--- src/rtl/biriscv_pipe_track_if.sv ---
// Issue and commit bus of the biRISC-V pipeline tracker.
// Signal suffixes are named from the tracker's point of view (slave modport).
interface biriscv_pipe_track_if #(
  parameter int DATA_W = 32
);
  logic              issue_valid_i;
  logic              issue_accept_o;
  logic              issue_rd_valid_i;
  logic [4:0]        issue_rd_i;
  logic              issue_late_i;
  logic [DATA_W-1:0] issue_result_i;
  logic [DATA_W-1:0] issue_pc_i;
  logic [5:0]        issue_exception_i;

  logic              commit_valid_o;
  logic [4:0]        commit_rd_o;
  logic [DATA_W-1:0] commit_result_o;
  logic [DATA_W-1:0] commit_pc_o;
  logic [5:0]        commit_exception_o;

  modport master (
    output issue_valid_i, issue_rd_valid_i, issue_rd_i, issue_late_i,
           issue_result_i, issue_pc_i, issue_exception_i,
    input  issue_accept_o,
           commit_valid_o, commit_rd_o, commit_result_o, commit_pc_o, commit_exception_o
  );

  modport slave (
    input  issue_valid_i, issue_rd_valid_i, issue_rd_i, issue_late_i,
           issue_result_i, issue_pc_i, issue_exception_i,
    output issue_accept_o,
           commit_valid_o, commit_rd_o, commit_result_o, commit_pc_o, commit_exception_o
  );
endinterface

--- src/rtl/biriscv_pipe_track.sv ---
// In-order issue-to-commit tracker: late-result capture, forwarding, stall and flush.
// Define BIRISCV_PIPE_FWD_EN to enable forwarding ready/value; otherwise only hits are reported.
module biriscv_pipe_track #(
  parameter int DEPTH  = 3,
  parameter int DATA_W = 32
) (
  input  logic              clk_i,
  input  logic              rst_i,
  biriscv_pipe_track_if.slave bus,
  input  logic              issue_stall_i,
  input  logic              late_valid_i,
  input  logic [DATA_W-1:0] late_result_i,
  input  logic [5:0]        late_exception_i,
  input  logic [4:0]        ra_idx_i,
  input  logic [4:0]        rb_idx_i,
  output logic              ra_hit_o,
  output logic              rb_hit_o,
  output logic              ra_ready_o,
  output logic              rb_ready_o,
  output logic [DATA_W-1:0] ra_value_o,
  output logic [DATA_W-1:0] rb_value_o,
  output logic              stall_o,
  input  logic              squash_i
);

  typedef struct packed {
    logic              valid;
    logic              rd_valid;
    logic [4:0]        rd;
    logic              pending;
    logic [DATA_W-1:0] result;
    logic [DATA_W-1:0] pc;
    logic [5:0]        exc;
  } stage_t;

  // Index 0 is the youngest stage, DEPTH-1 the commit stage.
  stage_t stage_q [DEPTH];
  stage_t stage_d [DEPTH];
  stage_t head;

  logic [DEPTH-1:0]  late_sel;
  logic [DATA_W-1:0] head_result;
  logic [5:0]        head_exc;
  logic              commit_valid;
  logic              commit_exc;
  logic              adv;
  logic              accept;

  assign head = stage_q[DEPTH-1];

  // Oldest valid stage still waiting for its late result.
  always_comb begin
    late_sel = '0;
    for (int k = 0; k < DEPTH; k++) begin
      if (stage_q[k].valid && stage_q[k].pending) begin
        late_sel    = '0;
        late_sel[k] = 1'b1;
      end
    end
  end

  assign stall_o      = head.valid & head.pending & ~late_valid_i;
  assign head_result  = head.pending ? late_result_i : head.result;
  assign head_exc     = (head.pending && head.exc == 6'd0) ? late_exception_i : head.exc;
  assign commit_valid = head.valid & (~head.pending | late_valid_i) & ~issue_stall_i
                      & ~squash_i & ~rst_i;
  assign commit_exc   = commit_valid & (head_exc != 6'd0);
  assign adv          = ~issue_stall_i & ~stall_o;
  assign accept       = adv & ~squash_i & ~commit_exc;

  assign bus.issue_accept_o     = accept;
  assign bus.commit_valid_o     = commit_valid;
  assign bus.commit_rd_o        = (commit_valid && head.rd_valid && head_exc == 6'd0) ? head.rd : 5'd0;
  assign bus.commit_result_o    = commit_valid ? head_result : '0;
  assign bus.commit_pc_o        = commit_valid ? head.pc : '0;
  assign bus.commit_exception_o = commit_valid ? head_exc : 6'd0;

  // Forwarding: scan oldest to youngest so the youngest match overrides.
  always_comb begin
    ra_hit_o   = 1'b0;
    rb_hit_o   = 1'b0;
    ra_ready_o = 1'b0;
    rb_ready_o = 1'b0;
    ra_value_o = '0;
    rb_value_o = '0;
    for (int k = DEPTH - 1; k >= 0; k--) begin
      if (stage_q[k].valid && stage_q[k].rd_valid && ra_idx_i != 5'd0 && stage_q[k].rd == ra_idx_i) begin
        ra_hit_o = 1'b1;
`ifdef BIRISCV_PIPE_FWD_EN
        ra_ready_o = ~stage_q[k].pending | (late_valid_i & late_sel[k]);
        ra_value_o = (stage_q[k].pending && late_valid_i && late_sel[k]) ? late_result_i
                                                                          : stage_q[k].result;
`endif
      end
      if (stage_q[k].valid && stage_q[k].rd_valid && rb_idx_i != 5'd0 && stage_q[k].rd == rb_idx_i) begin
        rb_hit_o = 1'b1;
`ifdef BIRISCV_PIPE_FWD_EN
        rb_ready_o = ~stage_q[k].pending | (late_valid_i & late_sel[k]);
        rb_value_o = (stage_q[k].pending && late_valid_i && late_sel[k]) ? late_result_i
                                                                          : stage_q[k].result;
`endif
      end
    end
  end

  always_comb begin
    // NOTE: default every next-state element to its current value first so no path infers a latch.
    stage_d = stage_q;
    if (squash_i) begin
      for (int k = 0; k < DEPTH; k++) stage_d[k].valid = 1'b0;
    end else if (!issue_stall_i) begin
      // Late capture is applied before the shift so it travels with its entry.
      if (late_valid_i) begin
        for (int k = 0; k < DEPTH; k++) begin
          if (late_sel[k]) begin
            stage_d[k].result  = late_result_i;
            stage_d[k].pending = 1'b0;
            if (stage_d[k].exc == 6'd0) stage_d[k].exc = late_exception_i;
          end
        end
      end
      if (adv) begin
        for (int k = DEPTH - 1; k > 0; k--) stage_d[k] = stage_d[k-1];
        stage_d[0].valid    = bus.issue_valid_i & accept;
        stage_d[0].rd_valid = bus.issue_rd_valid_i;
        stage_d[0].rd       = bus.issue_rd_i;
        stage_d[0].pending  = bus.issue_late_i;
        stage_d[0].result   = bus.issue_result_i;
        stage_d[0].pc       = bus.issue_pc_i;
        stage_d[0].exc      = bus.issue_exception_i;
        if (commit_exc) begin
          for (int k = 0; k < DEPTH; k++) stage_d[k].valid = 1'b0;
        end
      end
    end
  end

  always_ff @(posedge clk_i) begin
    if (rst_i) begin
      // NOTE: only the valid bits are reset; payload is never observed while valid is low.
      for (int k = 0; k < DEPTH; k++) stage_q[k].valid <= 1'b0;
    end else begin
      stage_q <= stage_d;
    end
  end

endmodule

--- src/flat_wrapper.sv ---
// flat-port wrapper written by rule: the top's interface ports become plain ports
module biriscv_pipe_track_flat 
#(
  parameter int DEPTH  = 3,
  parameter int DATA_W = 32
)
  (clk_i, rst_i, issue_stall_i, late_valid_i, late_result_i, late_exception_i, ra_idx_i, rb_idx_i, ra_hit_o, rb_hit_o, ra_ready_o, rb_ready_o, ra_value_o, rb_value_o, stall_o, squash_i, bus_issue_valid_i, bus_issue_rd_valid_i, bus_issue_rd_i, bus_issue_late_i, bus_issue_result_i, bus_issue_pc_i, bus_issue_exception_i, bus_issue_accept_o, bus_commit_valid_o, bus_commit_rd_o, bus_commit_result_o, bus_commit_pc_o, bus_commit_exception_o);
  biriscv_pipe_track_if #(.DATA_W(DATA_W)) bus_i ();
  input  logic clk_i;
  input  logic rst_i;
  input  logic issue_stall_i;
  input  logic late_valid_i;
  input  logic [DATA_W-1:0] late_result_i;
  input  logic [5:0] late_exception_i;
  input  logic [4:0] ra_idx_i;
  input  logic [4:0] rb_idx_i;
  output logic ra_hit_o;
  output logic rb_hit_o;
  output logic ra_ready_o;
  output logic rb_ready_o;
  output logic [DATA_W-1:0] ra_value_o;
  output logic [DATA_W-1:0] rb_value_o;
  output logic stall_o;
  input  logic squash_i;
  input wire logic [$bits(bus_i.issue_valid_i)-1:0] bus_issue_valid_i;
  input wire logic [$bits(bus_i.issue_rd_valid_i)-1:0] bus_issue_rd_valid_i;
  input wire logic [$bits(bus_i.issue_rd_i)-1:0] bus_issue_rd_i;
  input wire logic [$bits(bus_i.issue_late_i)-1:0] bus_issue_late_i;
  input wire logic [$bits(bus_i.issue_result_i)-1:0] bus_issue_result_i;
  input wire logic [$bits(bus_i.issue_pc_i)-1:0] bus_issue_pc_i;
  input wire logic [$bits(bus_i.issue_exception_i)-1:0] bus_issue_exception_i;
  output wire logic [$bits(bus_i.issue_accept_o)-1:0] bus_issue_accept_o;
  output wire logic [$bits(bus_i.commit_valid_o)-1:0] bus_commit_valid_o;
  output wire logic [$bits(bus_i.commit_rd_o)-1:0] bus_commit_rd_o;
  output wire logic [$bits(bus_i.commit_result_o)-1:0] bus_commit_result_o;
  output wire logic [$bits(bus_i.commit_pc_o)-1:0] bus_commit_pc_o;
  output wire logic [$bits(bus_i.commit_exception_o)-1:0] bus_commit_exception_o;
  assign bus_i.issue_valid_i = bus_issue_valid_i;
  assign bus_i.issue_rd_valid_i = bus_issue_rd_valid_i;
  assign bus_i.issue_rd_i = bus_issue_rd_i;
  assign bus_i.issue_late_i = bus_issue_late_i;
  assign bus_i.issue_result_i = bus_issue_result_i;
  assign bus_i.issue_pc_i = bus_issue_pc_i;
  assign bus_i.issue_exception_i = bus_issue_exception_i;
  assign bus_issue_accept_o = bus_i.issue_accept_o;
  assign bus_commit_valid_o = bus_i.commit_valid_o;
  assign bus_commit_rd_o = bus_i.commit_rd_o;
  assign bus_commit_result_o = bus_i.commit_result_o;
  assign bus_commit_pc_o = bus_i.commit_pc_o;
  assign bus_commit_exception_o = bus_i.commit_exception_o;
  biriscv_pipe_track #(.DEPTH(DEPTH), .DATA_W(DATA_W)) u_core (.clk_i(clk_i), .rst_i(rst_i), .bus(bus_i), .issue_stall_i(issue_stall_i), .late_valid_i(late_valid_i), .late_result_i(late_result_i), .late_exception_i(late_exception_i), .ra_idx_i(ra_idx_i), .rb_idx_i(rb_idx_i), .ra_hit_o(ra_hit_o), .rb_hit_o(rb_hit_o), .ra_ready_o(ra_ready_o), .rb_ready_o(rb_ready_o), .ra_value_o(ra_value_o), .rb_value_o(rb_value_o), .stall_o(stall_o), .squash_i(squash_i));
endmodule
--- config.mk ---
export PLATFORM = sky130hd
export DESIGN_NAME = biriscv_pipe_track_flat
export DESIGN_NICKNAME = d
export VERILOG_FILES = /design/src/rtl/biriscv_pipe_track_if.sv /design/src/rtl/biriscv_pipe_track.sv /design/src/flat_wrapper.sv
export SDC_FILE = /design/constraint.sdc
export NUM_CORES = 1
export LEC_CHECK = 0
export BUFFER_PORTS_ARGS = -buffer_cell sky130_fd_sc_hd__buf_2
export CORE_MARGIN = 8
export CORE_UTILIZATION = 55
export CTS_BUF_LIST = sky130_fd_sc_hd__clkbuf_4
export DETAILED_ROUTE_END_ITERATION = 8
export HOLD_SLACK_MARGIN = 0.15
export PLACE_DENSITY = 0.82
export SLEW_MARGIN = 10
export SYNTH_ARGS = -nofsm -noshare
export SYNTH_HDL_FRONTEND = slang
export SYNTH_SLANG_ARGS = --single-unit
--- constraint.sdc ---
create_clock -name clk_i -period 14.4 [get_ports clk_i]
set_input_delay 2.88 -clock clk_i [delete_from_list [all_inputs] [get_ports clk_i]]
set_output_delay 2.88 -clock clk_i [all_outputs]
set_load 0.01 [all_outputs]
# Word level (Yosys, flattened, before mapping)

Cells that the tools add are included.

Flip-flop bits (word level): 234
Input port bits: 131
Output and inout port bits: 146
Logic and storage cells: 117

Mux-type cells: 34
Reduce and logical (&&, ||, !) cells: 37
Equality and inequality tests: 6
Bitwise gates (word level): 19

Operators with widths:

| operator            | number |
|---|---|
| $mux W227           | 1 |
| $mux W33            | 6 |
| $mux W32            | 3 |
| $mux W6             | 11 |
| $eq A5 B5 Y1        | 6 |
| $logic_not A6 Y1    | 4 |
| $logic_and A1 B1 Y1 | 21 |
| $and A1 B1 Y1       | 11 |
| $mux W1             | 10 |
| $reduce_bool A5 Y1  | 2 |
| $not A1 Y1          | 7 |
| $reduce_and A6 Y1   | 1 |
| $reduce_bool A2 Y1  | 3 |
| $reduce_bool A6 Y1  | 1 |
| $mux W5             | 1 |
| $reduce_and A5 Y1   | 1 |
| $reduce_and A4 Y1   | 1 |
| $mux W3             | 1 |
| $reduce_and A3 Y1   | 1 |
| $mux W2             | 1 |
| $reduce_and A2 Y1   | 1 |
| $reduce_or A2 Y1    | 1 |
| $or A1 B1 Y1        | 1 |

# Depth between registers and ports, before layout

Depth in word-level cells: 11
Mapped depth: 7
Gate-level depth less buffers: 5

# Least setup slack after synthesis

No wires, ideal clock.

Path type: input to output
From: input port issue_stall_i
To: output port bus_commit_pc_o[22]
Path buffers: 1
Arrival: 9.890 ns
Path slack: 1.630 ns
Stages: 5
Required time: 11.520 ns
Path through: nor3_1 > nand3_1 > inv_1 > clkbuf_1 > and2_1

Word-level cells in the longest chain between the ends: 5

Ends and longest elaborated chain:

| what                        | line                     | source |
|---|---|---|
| start: declaration          | flat_wrapper.sv:11       | `input logic issue_stall_i;` |
| $not A1 Y1 (no source line) | --                       |  |
| $and A1 B1 Y1               | biriscv_pipe_track.sv:65 | `assign commit_valid = head.valid & (~head.pending \| late_valid_i) & ~issue_stall_i` |
| $and A1 B1 Y1 (2 in series) | biriscv_pipe_track.sv:66 | `& ~squash_i & ~rst_i;` |
| via bus_commit_valid_o      | flat_wrapper.sv:33       | `output wire logic [$bits(bus_i.commit_valid_o)-1:0] bus_commit_valid_o;` |
| $mux W32                    | biriscv_pipe_track.sv:75 | `assign bus.commit_pc_o = commit_valid ? head.pc : '0;` |
| end: declaration            | flat_wrapper.sv:36       | `output wire logic [$bits(bus_i.commit_pc_o)-1:0] bus_commit_pc_o;` |

The timed path passes the listed nets, and every way through them passes these cells.

# Worst setup path in the final report

From: input port issue_stall_i
To: output port bus_commit_rd_o[0]

Word-level cells in the longest chain between the ends: 7

Ends and longest elaborated chain:

| what                              | line                     | source |
|---|---|---|
| $not A1 Y1 (no source line)       | --                       |  |
| $and A1 B1 Y1                     | biriscv_pipe_track.sv:65 |  |
| $and A1 B1 Y1 (2 in series)       | biriscv_pipe_track.sv:66 |  |
| $logic_and A1 B1 Y1 (2 in series) | biriscv_pipe_track.sv:73 | `assign bus.commit_rd_o = (commit_valid && head.rd_valid && head_exc == 6'd0) ? head.rd : 5'd0;` |
| $mux W5                           | biriscv_pipe_track.sv:73 |  |
| end: declaration                  | flat_wrapper.sv:34       | `output wire logic [$bits(bus_i.commit_rd_o)-1:0] bus_commit_rd_o;` |

Every way passes these cells.

==> results summary <==
The post-synthesis share of cell area spent on and, or, nand and nor gates is 10.56%. The fraction of registers with async set/reset came out at 0%. In this run the tightest slew margin relative to its limit is 19.31%. The count of endpoints failing hold in the final timing report came out at 0. The number of buffers created by CTS came out at 60. The critical path is of the in2out type. The top-area cell type share of the netlist area is 63.11%. The total leakage power is 5.021 nW.

The congestion estimate from routability-driven global placement came to 0.8611. The post-synthesis cell type count is 46. The clock-pin slew of the registers on the worst-case setup and hold paths came out at 60 ps. The peak fanout along the critical path is 40. Setup violations remaining at the end of the flow were counted as 0. The highest clock rate is 126.2 MHz. The net total in the final layout came out at 1172. The cell count after synthesis came out at 804.

The total count of max-transition violations in the final report came to 0. For this run, the total global-route usage over all layers was measured as 19.53%. Entering global routing, the biggest net connects 79 pins. The mean area per synthesized cell came out at 13.67 µm². After Yosys synthesis, full adders, half adders and majority gates account for 0% of the synthesized area. Traced cell by cell, the critical path runs through buf_2 > nor3_2 > nand3_2 > buf_4 > inv_1 > and4_1 > and2_1 > buf_2.

For this design, the sink count on the clock tree is 234. For this run, the leading register cell type out of synthesis is sky130_fd_sc_hd__edfxtp_1. The worst vdd rail ir drop came out at 0.00007949 V. Global routing finished with a remaining overflow of 0. The total number of placement rows is 51. The internal reg-to-reg setup slack came out at 10750 ps. The number of cells in the design after placement is 1244. The count of input and output buffers came out at 210. The die is 157.4 µm tall.

The total power per unit cell area came out at 111.4 nW/µm². The final routed DRC violation total came out at 0. The min-delay analysis places its worst path in the category reg2reg. The worst min-delay path endpoint is u_core.stage_q[104]. The dominant combinational cell family by area after synthesis is simple AND/OR/NAND/NOR gates. Among the stages of the critical path, the cell type that occurs most often is sky130_fd_sc_hd__buf_2. Counting flops with a built-in enable in the synthesized netlist gives 231.

STA puts the critical path data arrival time at 5040 ps. In this run the deepest clock path goes through 3 buffers. The final-layout setup total negative slack is 0 ps. The post-route netlist has 35.87% of its cells at a drive strength greater than 1. The portion of the post-synthesis area used by sequential elements is 63.65%. The number of cells upsized or downsized after cts is 0.

The maximum clock skew at final layout came out at 26.74 ps. The routed length on met1 came out at 9505 µm. The total number of vias is 7096. The number of antenna violations at the first check in global routing is 2. Routed signal wires occupy layers up through met4. The first-pass GRT wire length is 38210 µm. sky130_fd_sc_hd__edfxtp_1 is the most common cell in the netlist. Sorting the synthesized cells by area gives the leading types as sky130_fd_sc_hd__edfxtp_1 (63%), sky130_fd_sc_hd__mux2i_1 (6.4%), sky130_fd_sc_hd__buf_4 (5.1%). In this run the count of I/O pins placed on the die edge is 277. The worst setup path is captured at an output pin. Max-cap violations in this run came to 0. In this run the most critical hold path is launched from u_core.stage_q[182]. The detailed-route wire length came out at 24540 µm. In this run the cell area of the synthesized design comes to 10990 µm². After detailed routing, the average wire length per cell comes to 18.27 µm. The worst setup path is launched from an input pin. The final critical-path share of the clock period is 55.03%. TritonCTS built the clock tree.

The instance count along the most critical hold path is 0. The synthesized design spends more area on one cell type than any other, namely sky130_fd_sc_hd__edfxtp_1. The delay contributed by the slowest stage of the critical path is 660 ps. Setup repair after global routing left no endpoint under its margin.

The endpoint identified for the worst register-to-register timing path is u_core.head[29]. The detailed-routed wire length on met2 came out at 12710 µm. The H-tree was split into 2 levels. The area fraction in compound gates after synthesis is 7.171%. The proportion of synthesized area in mux cells came out at 9.653%. The warning count from the yosys run is 0. The starting density of the core came out at 56.29%. The worst path needs 7925 ps of the cycle, external delays included.

Summed over all nets, the half-perimeter wirelength after detailed placement is 16590 µm. The commonest cells after synthesis are sky130_fd_sc_hd__edfxtp_1 (231), sky130_fd_sc_hd__buf_4 (74), sky130_fd_sc_hd__mux2i_1 (70). The slowest stage of the critical path belongs to the cell sky130_fd_sc_hd__inv_1. The die width came out at 157.4 µm. The finished layout holds 1343 standard cells, fillers aside. The post-synthesis to final-layout area growth came out at 15.89%.

Once detail routing completed, the nets flagged for antenna violations numbered 0. The worst register-to-register path has a depth of 7. The met3 routed wirelength came out at 1807 µm. The area of the die is 24770 µm². The run finished with clean final reports.

The number of global-route vias before repair is 7627. The slew at the pin closest to its max-slew limit is 1201 ps. In this run the clock root is driven by a sky130_fd_sc_hd__clkbuf_4. For the worst-skew pair, the clock arrives at the later sink with an insertion delay of 670 ps. After synthesis the netlist holds a flip-flop and latch count of 234. In this run the critical register-to-register path is launched from u_core.head[70]. The violation count after the first detailed-route iteration came out at 359. The floorplan core area is 19530 µm². The number of hold buffers added after cts came out at 0. The beginning of the critical path is issue_stall_i. Before antenna repair, the detailed router went through 5 iterations.

The post-CTS repair timing setup buffer count is 0. The vias per cell came out at 5.284. The post-synthesis share of cell area spent on xor and xnor gates is 2.231%. The critical path required time is 11520 ps.
## worst max path at each step
stage / end / cells after the start / slack [ps]
finish: bus_commit_rd_o[0] / 8 / 6480
global route: bus_commit_rd_o[0] / 8 / 6190
CTS: bus_commit_rd_o[0] / 8 / 6410
detailed placement: bus_commit_rd_o[0] / 8 / 6420
global placement: bus_commit_rd_o[4] / 8 / 6580
floorplan: bus_commit_pc_o[22] / 5 / 1630
## final cells by class
class / instances / area, µm²
antenna: 2 / 5.005
fill: 1546 / 6788
multi-input combinational: 520 / 3531
clock inverter: 10 / 72.57
sequential: 234 / 6997
timing repair buffer: 221 / 1134
inverter: 4 / 15.01
clock buffer: 87 / 653.1
tap: 265 / 331.6
## layout by cell type (no fill, tap or decap), drive strengths merged, types with 7 or more instances in the layout
cell type  netlist  layout
mux2i           70      70
nor3             9       9
o21ai           41      41
buf             92     221
nor2            49      49
clkbuf          19      87
o221a           33      33
or3             32      32
mux2            32      32
nand3           19      19
conb             1      66
a21oi            7       7
clkinv           0       7
nand4            8       8
a31oi            8       8
and2            38      38
edfxtp         231     231
nand2           44      44
xor2            25      25
## registers in the layout, indices dropped and copies added (netlist names)
signal          flops
u_core.head        78
u_core.stage_q    156
## metal layers
layer  vias to the layer above  GRT usage, %
met2                       277         34.23
li1                       3423             -
met5                         -             0
met1                      3359         22.53
met4                         0         8.522
met3                        37         4.469
## power breakdown
group	leakage (nW)	internal, mW	switching, mW
Clock	0.430	0.291	0.247
Sequential	2.15	0.771	0.00727
Combinational	2.44	0.0415	0.0601
Total	5.02	1.10	0.315
## stage by stage
step	utilization, %	hold WS (ps)	power [mW]	setup slack, ps	cell area, µm²
finish	65.24	417.0	1.419	6475	12740
global route	65.24	423.4	1.482	6190	12740
CTS	65.21	416.3	1.437	6415	12730
detailed placement	61.50	404.5	0.8940	6417	12010
global placement	61.50	400.5	0.8898	6581	12010
floorplan	-	400.3	0.8699	1630	11240
## logic make-up (layout without fill, tap and decap cells)
family,after synthesis,count (layout)
XOR/XNOR,28,28
buffers and inverters,115,322
other,1,68
AND/OR/NAND/NOR,221,221
multiplexers,102,102
flip-flops,234,234
AO/OA/AOI/OAI,103,103
## worst max-delay path, delay by kind of cell
family | cells | cell delay (ps)
and+or+nand+nor | 4 | 870
buffers and inverters | 4 | 1260
No activity file was read; power rests on OpenSTA's default activity.
